===== src/rtl/commutation_fsm.sv =====
// Four-step, current-sign-based commutation controller for an N_LOADS bidirectional switch matrix.
// Moves conduction between loads without ever shorting two full pairs; Short forces all gates off and latches.
module commutation_fsm #(
    parameter int N_LOADS     = 3,
    parameter int SEL_W       = 2,
    parameter int STEP_CYCLES = 4
) (
    input  logic                 clk,
    input  logic                 rst,
    input  logic                 start,
    input  logic [SEL_W-1:0]     DesiredLoad,
    input  logic                 CurrentSign,
    input  logic                 Short,
    output logic [2*N_LOADS-1:0] Sout,
    output logic                 busy,
    output logic                 done,
    output logic                 fault,
    output logic [SEL_W-1:0]     active_load
);

    localparam int CNT_W = $clog2(STEP_CYCLES + 1);
    localparam logic [CNT_W-1:0] CNT_RELOAD = CNT_W'(STEP_CYCLES - 1);

    typedef enum logic [2:0] {
        IDLE    = 3'd0,
        CONDUCT = 3'd1,
        STEP1   = 3'd2,
        STEP2   = 3'd3,
        STEP3   = 3'd4,
        FAULT   = 3'd5
    } state_t;

    state_t               state_q, state_d;
    logic [CNT_W-1:0]     cnt_q, cnt_d;
    logic [SEL_W-1:0]     tgt_q, tgt_d;
    logic                 sign_q, sign_d;
    logic                 stop_q, stop_d;
    logic [SEL_W-1:0]     act_q, act_d;
    logic [2*N_LOADS-1:0] sout_q, sout_d;
    logic                 busy_q, busy_d;
    logic                 done_q, done_d;
    logic                 fault_q, fault_d;

    logic desired_valid;
    assign desired_valid = ({1'b0, DesiredLoad} < (SEL_W+1)'(N_LOADS));

    always_ff @(posedge clk or negedge rst) begin
        if (!rst) begin
            state_q <= IDLE;
            cnt_q   <= '0;
            tgt_q   <= '0;
            sign_q  <= 1'b0;
            stop_q  <= 1'b0;
            act_q   <= '0;
            sout_q  <= '0;
            busy_q  <= 1'b0;
            done_q  <= 1'b0;
            fault_q <= 1'b0;
        end else begin
            state_q <= state_d;
            cnt_q   <= cnt_d;
            tgt_q   <= tgt_d;
            sign_q  <= sign_d;
            stop_q  <= stop_d;
            act_q   <= act_d;
            sout_q  <= sout_d;
            busy_q  <= busy_d;
            done_q  <= done_d;
            fault_q <= fault_d;
        end
    end

    always_comb begin
        state_d = state_q;
        cnt_d   = cnt_q;
        tgt_d   = tgt_q;
        sign_d  = sign_q;
        stop_d  = stop_q;
        act_d   = act_q;
        if (Short) begin
            state_d = FAULT;
            cnt_d   = '0;
            stop_d  = 1'b0;
        end else begin
            case (state_q)
                IDLE: begin
                    if (start && desired_valid) begin
                        state_d = CONDUCT;
                        act_d   = DesiredLoad;
                    end
                end
                CONDUCT: begin
                    if (!start) begin
                        state_d = IDLE;
                    end else if (desired_valid && (DesiredLoad != act_q)) begin
                        state_d = STEP1;
                        tgt_d   = DesiredLoad;
                        sign_d  = CurrentSign;
                        stop_d  = 1'b0;
                        cnt_d   = CNT_RELOAD;
                    end
                end
                STEP1, STEP2: begin
                    stop_d = stop_q | ~start;
                    if (cnt_q == '0) begin
                        state_d = (state_q == STEP1) ? STEP2 : STEP3;
                        cnt_d   = CNT_RELOAD;
                    end else begin
                        cnt_d = cnt_q - 1'b1;
                    end
                end
                STEP3: begin
                    stop_d = stop_q | ~start;
                    if (cnt_q == '0) begin
                        // a stop request seen anywhere in the sequence lands in IDLE, not the new load
                        if (stop_q || !start) begin
                            state_d = IDLE;
                        end else begin
                            state_d = CONDUCT;
                            act_d   = tgt_q;
                        end
                    end else begin
                        cnt_d = cnt_q - 1'b1;
                    end
                end
                FAULT: begin
                    if (!start) state_d = IDLE;
                end
                default: state_d = IDLE;
            endcase
        end
    end

    // Outputs are precomputed from the next state so they appear registered in the same cycle as the state.
    always_comb begin
        sout_d  = '0;
        busy_d  = (state_d == STEP1) || (state_d == STEP2) || (state_d == STEP3);
        done_d  = (state_d == CONDUCT) && (state_q != CONDUCT);
        fault_d = (state_d == FAULT);
        for (int k = 0; k < N_LOADS; k++) begin
            if (state_d == CONDUCT && act_d == SEL_W'(k)) begin
                sout_d[2*k]   = 1'b1;
                sout_d[2*k+1] = 1'b1;
            end
            if (((state_d == STEP1 || state_d == STEP2) && act_d == SEL_W'(k)) ||
                ((state_d == STEP2 || state_d == STEP3) && tgt_d == SEL_W'(k))) begin
                if (sign_d) sout_d[2*k]   = 1'b1;
                else        sout_d[2*k+1] = 1'b1;
            end
        end
    end

    assign Sout        = sout_q;
    assign busy        = busy_q;
    assign done        = done_q;
    assign fault       = fault_q;
    assign active_load = act_q;

endmodule


===== config.mk =====
export PLATFORM = sky130hd
export DESIGN_NAME = commutation_fsm
export DESIGN_NICKNAME = d
export VERILOG_FILES = /design/src/rtl/commutation_fsm.sv
export SDC_FILE = /design/constraint.sdc
export NUM_CORES = 1
export LEC_CHECK = 0
export ABC_CLOCK_PERIOD_IN_PS = 3600
export BUFFER_PORTS_ARGS = -buffer_cell sky130_fd_sc_hd__clkbuf_2
export CAP_MARGIN = 20
export CORE_AREA = 2 2 50 52
export DETAILED_ROUTE_END_ITERATION = 10
export DIE_AREA = 0 0 52 54
export GPL_TIMING_DRIVEN = 0
export PLACE_DENSITY = 0.79
export SLEW_MARGIN = 20
export SYNTH_ARGS = -nofsm -noshare
export SYNTH_HDL_FRONTEND = slang
export SYNTH_SLANG_ARGS = --single-unit

===== constraint.sdc =====
create_clock -name clk -period 3.6 [get_ports clk]
set_clock_uncertainty 0.1 [all_clocks]
set_input_delay 1.08 -clock clk [delete_from_list [all_inputs] [get_ports clk]]
set_output_delay 1.08 -clock clk [all_outputs]
set_load 0.01 [all_outputs]

==> impl_metrics.tcl, run 1 <==
set metrics [dict create \
    required_ns 3.70 \
    netlist_area_um2 1270 \
    first_pass_iters 4 \
    cts_buffers 3 \
    p_leak_uw 0.000700 \
    vias 1095 \
    clock_path_buffers 2 \
    numPortBuffers 16 \
    yosys.area.top_type "dfrtp_1" \
    place.gp.congestion 0.824 \
    cp.arrival_ns 2.83 \
    layout.nets 167 \
    period_minus_slack_ns 2.74 \
    finalInstanceArea_um2 1420 \
    slew_headroom_pct 58.5 \
    tightest_slew_ns 0.616 \
    drc 0 \
    io_pins 18 \
    stdcell_count 187 \
    placed_area_um2 1390 \
    yosysTopAreaCellShare_pct 41.2 \
    synth_fa_ha_area_share_pct 1.96 \
    core-area_um2 2320 \
    cts.sinks 21 \
    switching_share_pct 38.2 \
    drt-vias-per-instance 5.86 \
    ys.flop_type "dfrtp_1" \
    nFillCells 205 \
    cts_root_buf "clkbuf_4" \
    grt_pass1_vias 1079 \
    crit_chain "clkbuf_2 -> nor2b_1 -> o21ba_1 -> o21ai_0 -> o22ai_1 -> a21o_1 -> a32o_1" \
    drive_gt1_share_pct 16.6 \
    cts-htree-levels 1 \
    p_sw_uw 275 \
    die-area_um2 2810 \
    synth_compound_area_share_pct 23.5 \
    synth_top_family_by_area "compound AO/OA/AOI/OAI gates" \
    cts_tree "yes" \
    die_height_um 54 \
    synth_area_leaders "dfrtp_1, nor2_1, mux2i_1" \
    worst_hold_slack_ns 0.477 \
    drv_cap 0 \
    end_kind "flop" \
    slowest_delay_ns 0.52 \
    gr-total-overflow 0 \
    syn_area_per_cell_um2 9.31 \
    comb_power_share_pct 39.8 \
    start_kind "input pin" \
    pwr-share-clk_pct 15.5 \
    finalPower_uw 721 \
    grt_max_degree 22 \
    path_max_fanout 8 \
    syn_to_final_growth_pct 11.3 \
    netlist_instances 137 \
    ys_types 38 \
    gr-usage-all-layers_pct 22.3 \
    place_hpwl_um 2180 \
    min_period_over_period_pct 76.0 \
    synth_commonest_cells "dfrtp_1, nor2_1, inv_1, o21ai_0" \
    antenna_found_initial 0 \
    placed_cells 183 \
    clk_latency_ns 0.30 \
    ys_async_sr_fraction_pct 100 \
    fp.dieW_um 52 \
    fin_setup_tns_ns 0 \
    seq_power_share_pct 44.7 \
    syn_nets 146 \
    crit_slowest_cell "o21ai_0" \
    setup_viol 0 \
    routed_wl_um 2760 \
    synth-simple-area-share_pct 21.2 \
    rsz0062_at_grt "false" \
    start_util_pct 55.0 \
    synth_edf_count 0 \
    status "completed" \
    drt_first_iter_violations 26 \
    synthXorXnorAreaFrac_pct 0.687 \
    hold_class "flop to flop" \
    ys_seq_area_share_pct 41.2 \
    synth.most_common_cell "dfrtp_1" \
    wire_per_inst_um 14.7 \
    antenna_cells 0 \
    holdBufCountCts 0 \
    cts-resized-gates 0 \
    internal_power_uw 446 \
    powerDensity_nw_per_um2 508 \
    hold_viol_final 0 \
    ir_drop_uv 361 \
    synth_mux_area_share_pct 6.48 \
    rows 18 \
    clkSlewWorstSetupHoldPaths_ns 0.11 \
    post_cts_buffers 0 \
    maxSlewViolCount 0 \
    ant_nets 0 \
    fmax_mhz 366 \
    ys_warn_count 0 \
    path_class "input pin to flop" \
    ys_ff_latch 21 \
    grt_first_pass_wirelength_um 4580 \
]
-- final cells by class --
type,instances,area (um^2),share of cell area [%]
clock buffers,4,26.3,1.85
well taps,30,37.5,2.65
repair buffers,16,80.1,5.64
multi-input cells,102,686,48.3
inverters,10,37.5,2.65
plain buffers,4,26.3,1.85
flip-flops and latches,21,526,37.0
-- registers in the layout, indices dropped and copies added (netlist names) --
name         count
Sout             6
active_load      2
busy             1
cnt_q            3
done             1
fault            1
sign_q           1
state_q          3
stop_q           1
tgt_q            2
-- cell families after synthesis --
family,Yosys count
DFF,21
buffers and inverters,14
and+or+nand+nor,50
adders and majority gates,2
AOI/OAI and AO/OA,41
xor gates and xnor gates,1
muxes,8
-- placed cells by master, fill, tap and decap left out, drive strengths merged, types with 2 or more instances in the layout --
master,synthesis,routed
o211ai,3,3
a21oi,7,7
nand2,5,5
nand3,3,3
nor2b,7,7
mux2,2,2
nor3,4,4
nand2b,5,5
o2bb2ai,2,2
inv,10,10
a21boi,2,2
dfrtp,21,21
o21ba,2,2
o21ai,9,9
o22ai,2,2
a32o,3,3
o221ai,3,3
or3,3,3
o21bai,3,3
mux2i,6,6
buf,2,2
clkbuf,2,22
nor2,17,17
o31ai,2,2
ha,2,2
-- worst max-delay path: cells and delay by family --
family | cells | cell delay [ns]
AOI/OAI and AO/OA | 5 | 1.44
buffers and inverters | 1 | 0.15
and+or+nand+nor | 1 | 0.17
-- path summary, 6_finish.rpt --
check	startpoint	end	slack, ns	depth (start not counted)
worst min-delay path	stop_q$_DFFE_PN0P_	stop_q$_DFFE_PN0P_	0.48	2
worst max-delay path	DesiredLoad[0]	Sout[1]$_DFF_PN0_	0.86	7
worst min register to register	stop_q$_DFFE_PN0P_	stop_q$_DFFE_PN0P_	0.48	2
min in group asynchronous	rst	Sout[3]$_DFF_PN0_	0.62	1
worst max register to register	cnt_q[0]$_DFFE_PN0P_	Sout[5]$_DFF_PN0_	1.17	8
max in group asynchronous	rst	fault$_DFF_PN0_	2.44	1
-- power by group through the flow --
stage	Clock (uW)	Combinational (uW)	Sequential, uW
floorplan	0	192	332
finish	112	287	322
detailed placement	0	285	328
global placement	0	270	325
global route	125	321	328
CTS	115	285	323
-- through the flow --
step	setup slack (ns)	utilization, %
2_1_floorplan	1.07	-
3_3_place_gp	0.762	60.0
3_5_place_dp	0.614	60.0
4_1_cts	0.952	61.2
5_1_grt	0.803	61.2
6_report	0.864	61.2
-- routing by layer --
| layer | part of all wire, % | track usage [%] |
|---|---|---|
| met1 | 45 | 27.2 |
| met2 | 49 | 38.4 |
| met3 | 4.5 | 3.61 |
| met4 | 1.5 | 11.0 |
| met5 | 0 | 0 |
(Power assumes the default switching activity.)
==> run 2, diff against run 1 <==
==> config.mk (replaced) <==
export PLATFORM = sky130hd
export DESIGN_NAME = commutation_fsm
export DESIGN_NICKNAME = d
export VERILOG_FILES = /design/src/rtl/commutation_fsm.sv
export SDC_FILE = /design/constraint.sdc
export NUM_CORES = 1
export LEC_CHECK = 0
export ABC_CLOCK_PERIOD_IN_PS = 2800
export BUFFER_PORTS_ARGS = -buffer_cell sky130_fd_sc_hd__clkbuf_2
export CAP_MARGIN = 20
export CORE_AREA = 2 2 40 69
export DETAILED_ROUTE_END_ITERATION = 10
export DIE_AREA = 0 0 42 71
export GPL_TIMING_DRIVEN = 0
export PLACE_DENSITY = 0.74
export SLEW_MARGIN = 20
export SYNTH_ARGS = -nofsm -noshare
export SYNTH_HDL_FRONTEND = slang
export SYNTH_SLANG_ARGS = --single-unit
==> constraint.sdc (replaced) <==
create_clock -name clk -period 2.8 [get_ports clk]
set_clock_uncertainty 0.1 [all_clocks]
set_input_delay 0.84 -clock clk [delete_from_list [all_inputs] [get_ports clk]]
set_output_delay 0.84 -clock clk [all_outputs]
set_load 0.01 [all_outputs]
==> impl_metrics.tcl, run 2 (synthesized netlist as in run 1, its figures left out) <==
set metrics [dict create \
    fin_setup_tns_ns 0 \
    die_height_um 71 \
    die-area_um2 2980 \
    ant_nets 0 \
    routed_wl_um 2830 \
    syn_to_final_growth_pct 12.5 \
    setup_viol 0 \
    top_layer_used "met4" \
    final_cell_mix "dfrtp_1, nor2_1, clkbuf_2" \
    grt_first_pass_wirelength_um 4810 \
    final_common_cell "dfrtp_1" \
    met3RoutedLength_um 78 \
    m1WireLength_um 1080 \
    vias 1098 \
    route.met2.wl_um 1600 \
    cts_root_buf "clkbuf_8" \
    gr-usage-all-layers_pct 20.5 \
    end_kind "flop" \
    wire_per_inst_um 15.5 \
    place.gp.congestion 0.901 \
    nFillCells 206 \
    min_period_over_period_pct 85.9 \
    finalPower_uw 987 \
    antenna_cells 0 \
    drc 0 \
    holdBufCountCts 0 \
    grt_pass1_vias 1135 \
    post_cts_buffers 0 \
    fp.dieW_um 42 \
    cts-htree-levels 1 \
    hold_viol_final 0 \
    cts_tree "yes" \
    fmax_mhz 416 \
    place_hpwl_um 2240 \
    powerDensity_nw_per_um2 689 \
    path_class "input pin to flop" \
    path_max_fanout 8 \
    status "completed" \
    multi_input_area_um2 686 \
    io_pins 18 \
    core-area_um2 2430 \
    cts.sinks 21 \
    tightest_slew_ns 0.539 \
    drt_first_iter_violations 18 \
    start_kind "input pin" \
    drt-vias-per-instance 6.00 \
    first_pass_iters 4 \
    numPortBuffers 16 \
    worst_hold_slack_ns 0.425 \
    clock_path_buffers 2 \
    rsz0062_at_grt "false" \
    cp.arrival_ns 2.43 \
    drv_cap 0 \
    layout.nets 167 \
    required_ns 2.83 \
    largest_register_ffs 6 \
    clk_latency_ns 0.26 \
    maxSlewViolCount 0 \
    cts_buffers 3 \
    gr-total-overflow 0 \
    cts-resized-gates 0 \
    start_util_pct 52.4 \
    period_minus_slack_ns 2.40 \
    ir_drop_uv 449 \
    p_leak_uw 0.000710 \
    rows 24 \
    slew_headroom_pct 64.1 \
    grt_max_degree 22 \
    hold_class "input pin to asynchronous set/reset pin" \
    antenna_found_initial 0 \
    seqCellArea_um2 526 \
    clkSlewWorstSetupHoldPaths_ns 0.08 \
    drive_gt1_share_pct 17.2 \
]
run 2: area by class of cell:
| cell class | instances | share of cell area (%) |
|---|---|---|
| clock inverter | 1 | 0.349 |
| tap | 26 | 2.27 |
| buffer | 4 | 1.83 |
| sequential | 21 | 36.6 |
| clock buffer | 3 | 2.88 |
| inverter | 10 | 2.62 |
| multi-input combinational | 102 | 47.8 |
| timing repair buffer | 16 | 5.58 |
run 2: layer usage:
| metal | GRT usage [%] | up-vias |
|---|---|---|
| met5 | 0 | - |
| met1 | 21.8 | 523 |
| met4 | 9.68 | 0 |
| met3 | 1.53 | 10 |
| li1 | - | 532 |
| met2 | 39.2 | 33 |
run 2: path summary, 6_finish.rpt:
check | start | to | slack [ns] | cells past startpoint
worst max-delay path | DesiredLoad[0] | Sout[2]$_DFF_PN0_ | 0.40 | 7
worst min-delay path | rst | active_load[1]$_DFF_PN0_ | 0.43 | 1
worst max register to register | cnt_q[0]$_DFFE_PN0P_ | Sout[5]$_DFF_PN0_ | 0.43 | 8
worst min register to register | cnt_q[1]$_DFFE_PN0P_ | cnt_q[1]$_DFFE_PN0P_ | 0.44 | 2
max in group asynchronous | rst | cnt_q[1]$_DFFE_PN0P_ | 1.83 | 1
min in group clk | cnt_q[1]$_DFFE_PN0P_ | cnt_q[1]$_DFFE_PN0P_ | 0.44 | 2
run 2: through the flow:
| stage | util [%] | cells | worst slack, ns | cell area (um^2) |
|---|---|---|---|---|
| global route | 59.0 | 183 | 0.293 | 1430 |
| floorplan | - | 137 | 0.513 | 1270 |
| finish | 59.0 | 183 | 0.395 | 1430 |
| global placement | 57.0 | 179 | 0.149 | 1390 |
| detailed placement | 57.0 | 179 | 0.133 | 1390 |
| CTS | 59.0 | 183 | 0.405 | 1430 |
run 2: where the power goes:
part / switching (uW) / leakage (uW) / internal, uW
combinational: 218 / 0.000416 / 149
clock: 102 / 0.0000255 / 99.1
sequential: 51.2 / 0.000269 / 369
total: 371 / 0.000710 / 616
run 2: critical path, stage by stage:
cell,delay [ns]
clkbuf_2,0.14
nor2b_1,0.17
o21ba_1,0.22
o211ai_4,0.34
mux2i_1,0.48
or3_1,0.19
o31ai_1,0.06
